**src/rtl/mux_scan_sequencer_pkg.sv**
```systemverilog
// Shared types and sizes for the 8:1 mux scan sequencer.
// The optional parity output is enabled with MUX_SCAN_PARITY_EN.
package mux_scan_pkg;

   typedef enum logic [1:0] {
      IDLE,
      SETTLE,
      SAMPLE,
      DONE
   } state_e;

   localparam int unsigned NUM_CH = 8;
   localparam int unsigned SEL_W  = 3;
   localparam int unsigned CNT_W  = 4;

endpackage

```
**src/rtl/mux_scan_sequencer_if.sv**
```systemverilog
// Request/select/result bundle between the scan sequencer and its neighbours.
// The parity signal exists only when MUX_SCAN_PARITY_EN is defined.
interface mux_scan_sequencer_if;
   import mux_scan_pkg::*;

   logic              start;
   logic              abort;
   logic              y_in;
   logic              s0;
   logic              s1;
   logic              s2;
   logic              busy;
   logic [NUM_CH-1:0] data_out;
   logic              valid;
`ifdef MUX_SCAN_PARITY_EN
   logic              parity;
`endif

   modport master (
      output start, abort, y_in,
      input  s0, s1, s2, busy, data_out, valid
`ifdef MUX_SCAN_PARITY_EN
      , input parity
`endif
   );

   modport slave (
      input  start, abort, y_in,
      output s0, s1, s2, busy, data_out, valid
`ifdef MUX_SCAN_PARITY_EN
      , output parity
`endif
   );

endinterface

```
**src/rtl/mux_scan_settle_cnt.sv**
```systemverilog
// Settle-time down-counter: load presets SETTLE_CYCLES-1, tc flags the last
// settle cycle of a channel.
module mux_scan_settle_cnt
   import mux_scan_pkg::*;
#(
   parameter int unsigned SETTLE_CYCLES = 1
) (
   input  logic clk,
   input  logic rst_n,
   input  logic load,
   input  logic en,
   output logic tc
);

   logic [CNT_W-1:0] cnt_q;

   // NOTE: registers use non-blocking assignment so every flop samples pre-edge values.
   always_ff @(posedge clk or negedge rst_n) begin
      if (!rst_n) begin
         cnt_q <= '0;
      end else if (load) begin
         cnt_q <= CNT_W'(SETTLE_CYCLES - 1);
      end else if (en && (cnt_q != '0)) begin
         cnt_q <= cnt_q - CNT_W'(1);
      end
   end

   assign tc = (cnt_q == '0);

endmodule

```
**src/rtl/mux_scan_sequencer.sv**
```systemverilog
// Steps the 8:1 mux select through channels 0..7, samples Y after a settle
// time and emits the assembled byte; MUX_SCAN_PARITY_EN adds a parity bit.
module mux_scan_sequencer
   import mux_scan_pkg::*;
#(
   parameter int unsigned SETTLE_CYCLES = 1
) (
   input  logic                  clk,
   input  logic                  rst_n,
   mux_scan_sequencer_if.slave   bus
);

   state_e            state_q, state_d;
   logic [SEL_W-1:0]  sel_q;
   logic [NUM_CH-1:0] cap_q, cap_smp, data_q;
   logic              cnt_load, cnt_en, cnt_tc;
   logic              sel_clr, sel_inc, cap_clr, cap_we, data_load;
`ifdef MUX_SCAN_PARITY_EN
   logic              parity_q;
`endif

   mux_scan_settle_cnt #(.SETTLE_CYCLES(SETTLE_CYCLES)) u_settle_cnt (
      .clk   (clk),
      .rst_n (rst_n),
      .load  (cnt_load),
      .en    (cnt_en),
      .tc    (cnt_tc)
   );

   always_ff @(posedge clk or negedge rst_n) begin
      if (!rst_n) begin
         state_q <= IDLE;
      end else begin
         state_q <= state_d;
      end
   end

   // NOTE: every output of this block gets a default first, so no path infers a latch.
   always_comb begin
      state_d   = state_q;
      cnt_load  = 1'b0;
      cnt_en    = 1'b0;
      sel_clr   = 1'b0;
      sel_inc   = 1'b0;
      cap_clr   = 1'b0;
      cap_we    = 1'b0;
      data_load = 1'b0;
      unique case (state_q)
         IDLE: begin
            if (bus.start) begin
               state_d  = SETTLE;
               cnt_load = 1'b1;
               sel_clr  = 1'b1;
               cap_clr  = 1'b1;
            end
         end
         SETTLE: begin
            if (bus.abort) begin
               state_d = IDLE;
               sel_clr = 1'b1;
               cap_clr = 1'b1;
            end else begin
               cnt_en = 1'b1;
               if (cnt_tc) state_d = SAMPLE;
            end
         end
         SAMPLE: begin
            // Abort wins over the capture of the current channel.
            if (bus.abort) begin
               state_d = IDLE;
               sel_clr = 1'b1;
               cap_clr = 1'b1;
            end else begin
               cap_we = 1'b1;
               if (sel_q == SEL_W'(NUM_CH - 1)) begin
                  data_load = 1'b1;
                  state_d   = DONE;
               end else begin
                  sel_inc  = 1'b1;
                  cnt_load = 1'b1;
                  state_d  = SETTLE;
               end
            end
         end
         DONE: begin
            state_d = IDLE;
            sel_clr = 1'b1;
         end
         default: state_d = IDLE;
      endcase
   end

   // Capture image including the bit being sampled this cycle.
   always_comb begin
      cap_smp        = cap_q;
      cap_smp[sel_q] = bus.y_in;
   end

   always_ff @(posedge clk or negedge rst_n) begin
      if (!rst_n) begin
         sel_q  <= '0;
         cap_q  <= '0;
         data_q <= '0;
      end else begin
         if (sel_clr)      sel_q <= '0;
         else if (sel_inc) sel_q <= sel_q + SEL_W'(1);
         if (cap_clr)      cap_q <= '0;
         else if (cap_we)  cap_q <= cap_smp;
         if (data_load)    data_q <= cap_smp;
      end
   end

`ifdef MUX_SCAN_PARITY_EN
   always_ff @(posedge clk or negedge rst_n) begin
      if (!rst_n) begin
         parity_q <= 1'b0;
      end else if (data_load) begin
         parity_q <= ^cap_smp;
      end
   end

   assign bus.parity = parity_q;
`endif

   assign bus.s0       = sel_q[0];
   assign bus.s1       = sel_q[1];
   assign bus.s2       = sel_q[2];
   assign bus.busy     = (state_q != IDLE);
   assign bus.valid    = (state_q == DONE);
   assign bus.data_out = data_q;

endmodule

```
**src/flat_wrapper.sv**
```systemverilog
// flat-port wrapper written by rule: the top's interface ports become plain ports
module mux_scan_sequencer_flat import mux_scan_pkg::*;
#(
   parameter int unsigned SETTLE_CYCLES = 1
)
  (clk, rst_n, bus_start, bus_abort, bus_y_in, bus_s0, bus_s1, bus_s2, bus_busy, bus_data_out, bus_valid);
  mux_scan_sequencer_if bus_i ();
  input  logic clk;
  input  logic rst_n;
  input wire logic [$bits(bus_i.start)-1:0] bus_start;
  input wire logic [$bits(bus_i.abort)-1:0] bus_abort;
  input wire logic [$bits(bus_i.y_in)-1:0] bus_y_in;
  output wire logic [$bits(bus_i.s0)-1:0] bus_s0;
  output wire logic [$bits(bus_i.s1)-1:0] bus_s1;
  output wire logic [$bits(bus_i.s2)-1:0] bus_s2;
  output wire logic [$bits(bus_i.busy)-1:0] bus_busy;
  output wire logic [$bits(bus_i.data_out)-1:0] bus_data_out;
  output wire logic [$bits(bus_i.valid)-1:0] bus_valid;
  assign bus_i.start = bus_start;
  assign bus_i.abort = bus_abort;
  assign bus_i.y_in = bus_y_in;
  assign bus_s0 = bus_i.s0;
  assign bus_s1 = bus_i.s1;
  assign bus_s2 = bus_i.s2;
  assign bus_busy = bus_i.busy;
  assign bus_data_out = bus_i.data_out;
  assign bus_valid = bus_i.valid;
  mux_scan_sequencer #(.SETTLE_CYCLES(SETTLE_CYCLES)) u_core (.clk(clk), .rst_n(rst_n), .bus(bus_i));
endmodule
```
**config.mk**
```make
export PLATFORM = sky130hd
export DESIGN_NAME = mux_scan_sequencer_flat
export DESIGN_NICKNAME = d
export VERILOG_FILES = /design/src/rtl/mux_scan_sequencer_pkg.sv /design/src/rtl/mux_scan_sequencer_if.sv /design/src/rtl/mux_scan_settle_cnt.sv /design/src/rtl/mux_scan_sequencer.sv /design/src/flat_wrapper.sv
export SDC_FILE = /design/constraint.sdc
export NUM_CORES = 1
export LEC_CHECK = 0
export CAP_MARGIN = 0
export CORE_AREA = 2 2 47 71
export DETAILED_ROUTE_END_ITERATION = 8
export DIE_AREA = 0 0 49 73
export PLACE_DENSITY = 0.76
export SLEW_MARGIN = 20
export SYNTH_ARGS = -nofsm -noshare
export SYNTH_HDL_FRONTEND = slang
export SYNTH_SLANG_ARGS = --single-unit
```
**constraint.sdc**
```tcl
create_clock -name clk -period 1.8 [get_ports clk]
set_input_delay 0.36 -clock clk [delete_from_list [all_inputs] [get_ports clk]]
set_output_delay 0.36 -clock clk [all_outputs]
set_load 0.02 [all_outputs]
```
* Word level (Yosys, flattened, before mapping)
Cells that the tools add are included.
** Storage, ports and cells
- Bits in registers :: 25
- Input port bits :: 5
- Output and inout port bits :: 13
** Cells by class
- $add $sub $neg :: 2
- Magnitude comparators :: 2
- Eq/ne operators :: 6
- Muxes and demuxes :: 29
- Reduce and logical (&&, ||, !) cells :: 11
** Operators with widths (count)
- two-way mux 8 bit :: 2
- two-way mux 1 bit :: 12
- two-way mux 2 bit :: 5
- bitwise mux 8 bit :: 1
- two-way mux 4 bit :: 2
- one-hot mux 2 bit (4 select lines) :: 1
- nonzero test 2 bit :: 4
- two-way mux 3 bit :: 2
- == test 2 bit, second input constant :: 2
- logical NOT 4 bit :: 1
- less-than comparator 3 x 4 -> 1 bit, second input constant :: 1
- one-hot mux 1 bit (2 select lines) :: 2
- nonzero test 4 bit :: 1
- subtractor 4 x 1 -> 4 bit, second input constant :: 1
- adder 3 x 1 -> 3 bit, second input constant :: 1
- demux 1 bit (select 3 bit) :: 1
- == test 3 bit, second input constant :: 1
- greater-or-equal comparator 3 x 1 -> 1 bit, second input constant :: 1
- inequality test 3 x 2 -> 1 bit, second input constant :: 1
- one-hot mux 1 bit (3 select lines) :: 1
- == test 2 x 1 -> 1 bit, second input constant :: 1
- logical AND 1 bit :: 2
- logical NOT 2 bit :: 1
- inequality test 2 bit, second input constant :: 1
- 2 further kinds :: 2

* Logic depth before layout (Yosys ltp)
- Depth in word-level cells :: 7
- Mapped depth :: 6
- Mapped depth without buffers :: 5

* Hierarchy
A second synthesis with hierarchy kept.
** Second synthesis, totals
- Cells, all modules :: 124
- Area total of the unflattened synthesis :: 1402.6 µm²
** By module, submodules not included
- mux_scan_sequencer :: instances 1, cells each 100, area an instance 1154.9 µm², seq. area each 525.5 µm²
- mux_scan_settle_cnt :: instances 1, cells each 24, area an instance 247.7 µm², seq. area each 100.1 µm²

* Least setup slack after synthesis
OpenSTA, ideal clock, no wires.
- Path kind :: register to register
- Start :: register u_core.sel_q[1]
- End :: register u_core.sel_q[1]
- Arrival time :: 1.441 ns
- Slack :: 0.229 ns
- Cell stages (with the launch flop) :: 6
- Buffers on the path :: 0
- Cell sequence :: dfrtp_1 > ha_1 > ha_1 > nor3b_2 > mux2i_1 > nor2_1
** Between the ends
- Word-level cells in the longest chain between the ends :: 5
** RTL lines
- from (decl) :: RTL line mux_scan_sequencer.sv:14 : logic [SEL_W-1:0] sel_q;
- from (signal assigned) :: RTL line mux_scan_sequencer.sv:106 : else if (sel_inc) sel_q <= sel_q + SEL_W'(1);
- == test 3 bit :: RTL line mux_scan_sequencer.sv:75 : if (sel_q == SEL_W'(NUM_CH - 1)) begin
- two-way mux 1 bit :: RTL line mux_scan_sequencer.sv:75
- two-way mux 1 bit :: RTL line mux_scan_sequencer.sv:69 : if (bus.abort) begin
- two-way mux 1 bit :: RTL line mux_scan_sequencer.sv:48 : unique case (state_q)
- nonzero test 2 bit (no line)
Several ways; a longest one is shown, not always the timed one. The select of a mux whose other input is x is not followed.
A chain may end at the register's enable or synchronous reset.

* Worst setup path after layout
- Start :: register u_core.sel_q[2]
- End :: output port bus_s2
** RTL lines
- to (decl) :: RTL line flat_wrapper.sv:15 : output wire logic [$bits(bus_i.s2)-1:0] bus_s2;
No word-level cell between the ends.

==> metrics.md <==
| Metric | Value |
|---|---|
| Worst hold path type | `in -> async` |
| Rows | `25` |
| Post-route minimum period | `1.75 ns` |
| Max-slew violation count | `0` |
| Area grow syn2layout | `23.1%` |
| Final Wtd Congestion | `0.769` |
| Syn Area/Cell | `10.6 µm²` |
| Crit path arrival time | `1.39 ns` |
| Highest clock rate | `573 MHz` |
| Req. time, crit path | `1.44 ns` |
| GRT overflow | `0` |
| Mapped Cells | `123` |
| Reg clk slew, reported paths | `0.08 ns` |
| Die Wd | `49 µm` |
| Root Driver | `clkbuf_8` |
| DRT Wirelength | `2.61 mm` |
| Post-synth EDFFs | `0` |
| Mapped Nets | `136` |
| Setup violations, final | `0` |
| Post-DP Area | `0.00156 mm²` |
| Final hold vios | `0` |
| Initial Utilization | `0.431` |
| Max Cap Viol | `0` |
| Top delay family on crit path | `buffers and inverters` |
| Io pins | `18` |
| ANT cells | `0` |
| Max Root-Sink Buffers | `2` |
| Nets | `160` |
| Fin crit share | `0.970` |
| DRT Pass-1 Iters | `2` |
| DR iter-0 viols | `22` |
| Largest net degree at the start of global routing | `26` |
| Core Area | `0.00303 mm²` |
| Fin Setup TNS | `0 ns` |
| Syn. warnings | `0` |
| Post-synthesis instance area | `0.00131 mm²` |
| Share of layout cells above drive strength 1 | `0.130` |
| RSZ-0062 raised after global routing | `no` |
| Worst setup EP type | `output port` |
| Routed length per instance | `14.1 µm` |
| Clock latency on the worst-skew pair | `0.27 ns` |
| Design area | `0.00161 mm²` |
| Critical-path cell list | `clkdlybuf4s50_1` |
| Vias in the first global route | `998` |
| Actual slew at the worst max-slew pin | `0.394 ns` |
| Post-DRT Antenna Nets | `0` |
| Sequential area share after synthesis | `0.479` |
| GRT Util Overall | `0.162` |
| Worst slew margin | `0.736` |
| Predominant post-synthesis flop cell | `dfrtp_1` |
| Buffer and inverter count on the worst path | `1` |
| Synthesized flop and latch total | `25` |
| Vias | `991` |
| Clock sinks | `25` |
| Yosys cell types | `29` |
| CP peak stage delay | `0.64 ns` |
| Initial antenna violation count | `0` |
| H-tree depth | `1` |
| Worst clock skew | `0.00360 ns` |
| Crit-path max FO | `11` |
| Pleak | `0.752 nW` |
| First-pass GRT wire length | `4.49 mm` |
| Placed wire-length estimate | `1.95 mm` |
| Worst setup path category | `reg -> out` |
| Setup Buffers After CTS | `0` |
| Count of input and output buffers | `17` |
| CTS Hold Bufs | `0` |
| Remaining DRCs | `0` |
| Peak supply drop | `0.000550 V` |
| R2R setup slack | `0.17 ns` |
| Setup crit start kind | `register` |
| PnR Total Power | `1.61 mW` |
| CTS tree | `done` |
| Pwr per Cell Area | `1000 mW/mm²` |
| CP max stage cell | `clkdlybuf4s50_1` |
| Vias per cell | `5.33` |
| Status | `finished clean` |
| Post-synth ARST share | `1.00` |
| Die H | `73 µm` |
| Fill cells | `289` |
| DIE AREA | `0.00358 mm²` |
| Cts bufs inserted | `3` |
==> where the power goes <==
part	total (mW)	switching, mW	internal, mW
Sequential	0.628	0.0298	0.598
Clock	0.329	0.174	0.155
Combinational	0.656	0.377	0.279
Total	1.61	0.580	1.03
==> sequential cells by signal (all words and copies together), names as in the netlist <==
name,count
u_core.state_q,2
u_core.u_settle_cnt.cnt_q,4
u_core.bus.data_out,8
u_core.sel_q,3
u_core.cap_q,8
==> metal layers <==
| layer | global-route usage | wire length [µm] | vias to the layer above | part of all wire |
|---|---|---|---|---|
| met3 | 0.0328 | 97 | 5 | 0.037 |
| met1 | 0.178 | 1100 | 485 | 0.42 |
| li1 | - | - | 484 | - |
| met4 | 0.0571 | 35 | 0 | 0.013 |
| met5 | 0 | 0 | - | 0 |
| met2 | 0.304 | 1380 | 17 | 0.53 |
==> per-stage QoR <==
step                cells  setup WS (ns)  hold WS [ns]  utilization
floorplan             123          0.229        0.0644            -
global placement      182         0.0646         0.467        0.513
detailed placement    182         0.0172         0.470        0.513
CTS                   186         0.0174         0.453        0.527
global route          186         0.0143         0.472        0.530
finish                186         0.0544         0.442        0.530
==> cell families (layout without fill, tap and decap cells) <==
family / Yosys count / count (layout) / synth area share
muxes: 12 / 12 / 0.0929
adders and majority gates: 8 / 8 / 0.0766
DFF: 25 / 25 / 0.479
buffers and inverters: 12 / 35 / 0.0374
AOI/OAI and AO/OA: 32 / 32 / 0.154
and+or+nand+nor: 33 / 33 / 0.153
xor gates and xnor gates: 1 / 1 / 0.00671
==> final timing paths <==
path	from	endpoint	cells past startpoint
min reg2reg	u_core.bus.data_out[6]$_DFFE_PN0P_	u_core.bus.data_out[6]$_DFFE_PN0P_	2
max reg2reg	u_core.state_q[1]$_DFFE_PN0P_	u_core.u_settle_cnt.cnt_q[3]$_DFFE_PN0P_	5
max in group asynchronous	rst_n	u_core.sel_q[2]$_DFFE_PN0P_	2
max	u_core.sel_q[2]$_DFFE_PN0P_	bus_s2	1
min	rst_n	u_core.u_settle_cnt.cnt_q[2]$_DFFE_PN0P_	2
min in group clk	u_core.bus.data_out[6]$_DFFE_PN0P_	u_core.bus.data_out[6]$_DFFE_PN0P_	2
==> cells in the mapped netlist, drive strengths merged, types with 2 or more instances <==
| cell type | instances | area share |
|---|---|---|
| nor2 | 4 | 0.011 |
| nor3 | 2 | 0.0077 |
| nor3b | 5 | 0.036 |
| inv | 7 | 0.020 |
| or3 | 3 | 0.015 |
| or4 | 2 | 0.011 |
| dfrtp | 25 | 0.48 |
| clkbuf | 3 | 0.0096 |
| nand2 | 10 | 0.029 |
| buf | 2 | 0.0077 |
| o21ai | 14 | 0.054 |
| a21oi | 7 | 0.030 |
| mux2i | 11 | 0.084 |
| ha | 8 | 0.077 |
| nand3b | 4 | 0.023 |
| o2bb2ai | 8 | 0.054 |
==> layout make-up <==
cell class,instances,area (µm²),area share
Multi-Input combinational cell,86,636,0.395
Sequential cell,25,627,0.390
Timing Repair Buffer,24,223,0.139
Tap cell,40,50.0,0.0311
Clock buffer,3,41.3,0.0257
Inverter,7,26.3,0.0163
Clock inverter,1,5.00,0.00311
==> what timing repair did <==
action / 4_1_cts / 5_1_grt
endpoints found under the setup margin: 4 / 4
pin swaps: 0 / 0
resized for setup: 4 / 3
gates cloned: 0 / 0
==> layout by cell type, fill, tap and decap left out, types with 2 or more instances in the layout <==
master / netlist / final
nor3b_2: 2 / 2
nor3b_1: 3 / 3
dlygate4sd2_1: 0 / 2
inv_1: 7 / 7
dfrtp_1: 25 / 24
ha_1: 8 / 8
nand3b_1: 4 / 4
or3_1: 2 / 2
nor3_1: 2 / 2
nand2_1: 10 / 10
buf_4: 0 / 7
mux2i_1: 11 / 11
o2bb2ai_1: 8 / 8
a21oi_1: 6 / 6
nor2_1: 4 / 4
clkdlybuf4s50_1: 0 / 13
o21ai_0: 13 / 13
or4_1: 2 / 2
clkbuf_8: 0 / 3
Power figures use the tool's default switching activity.
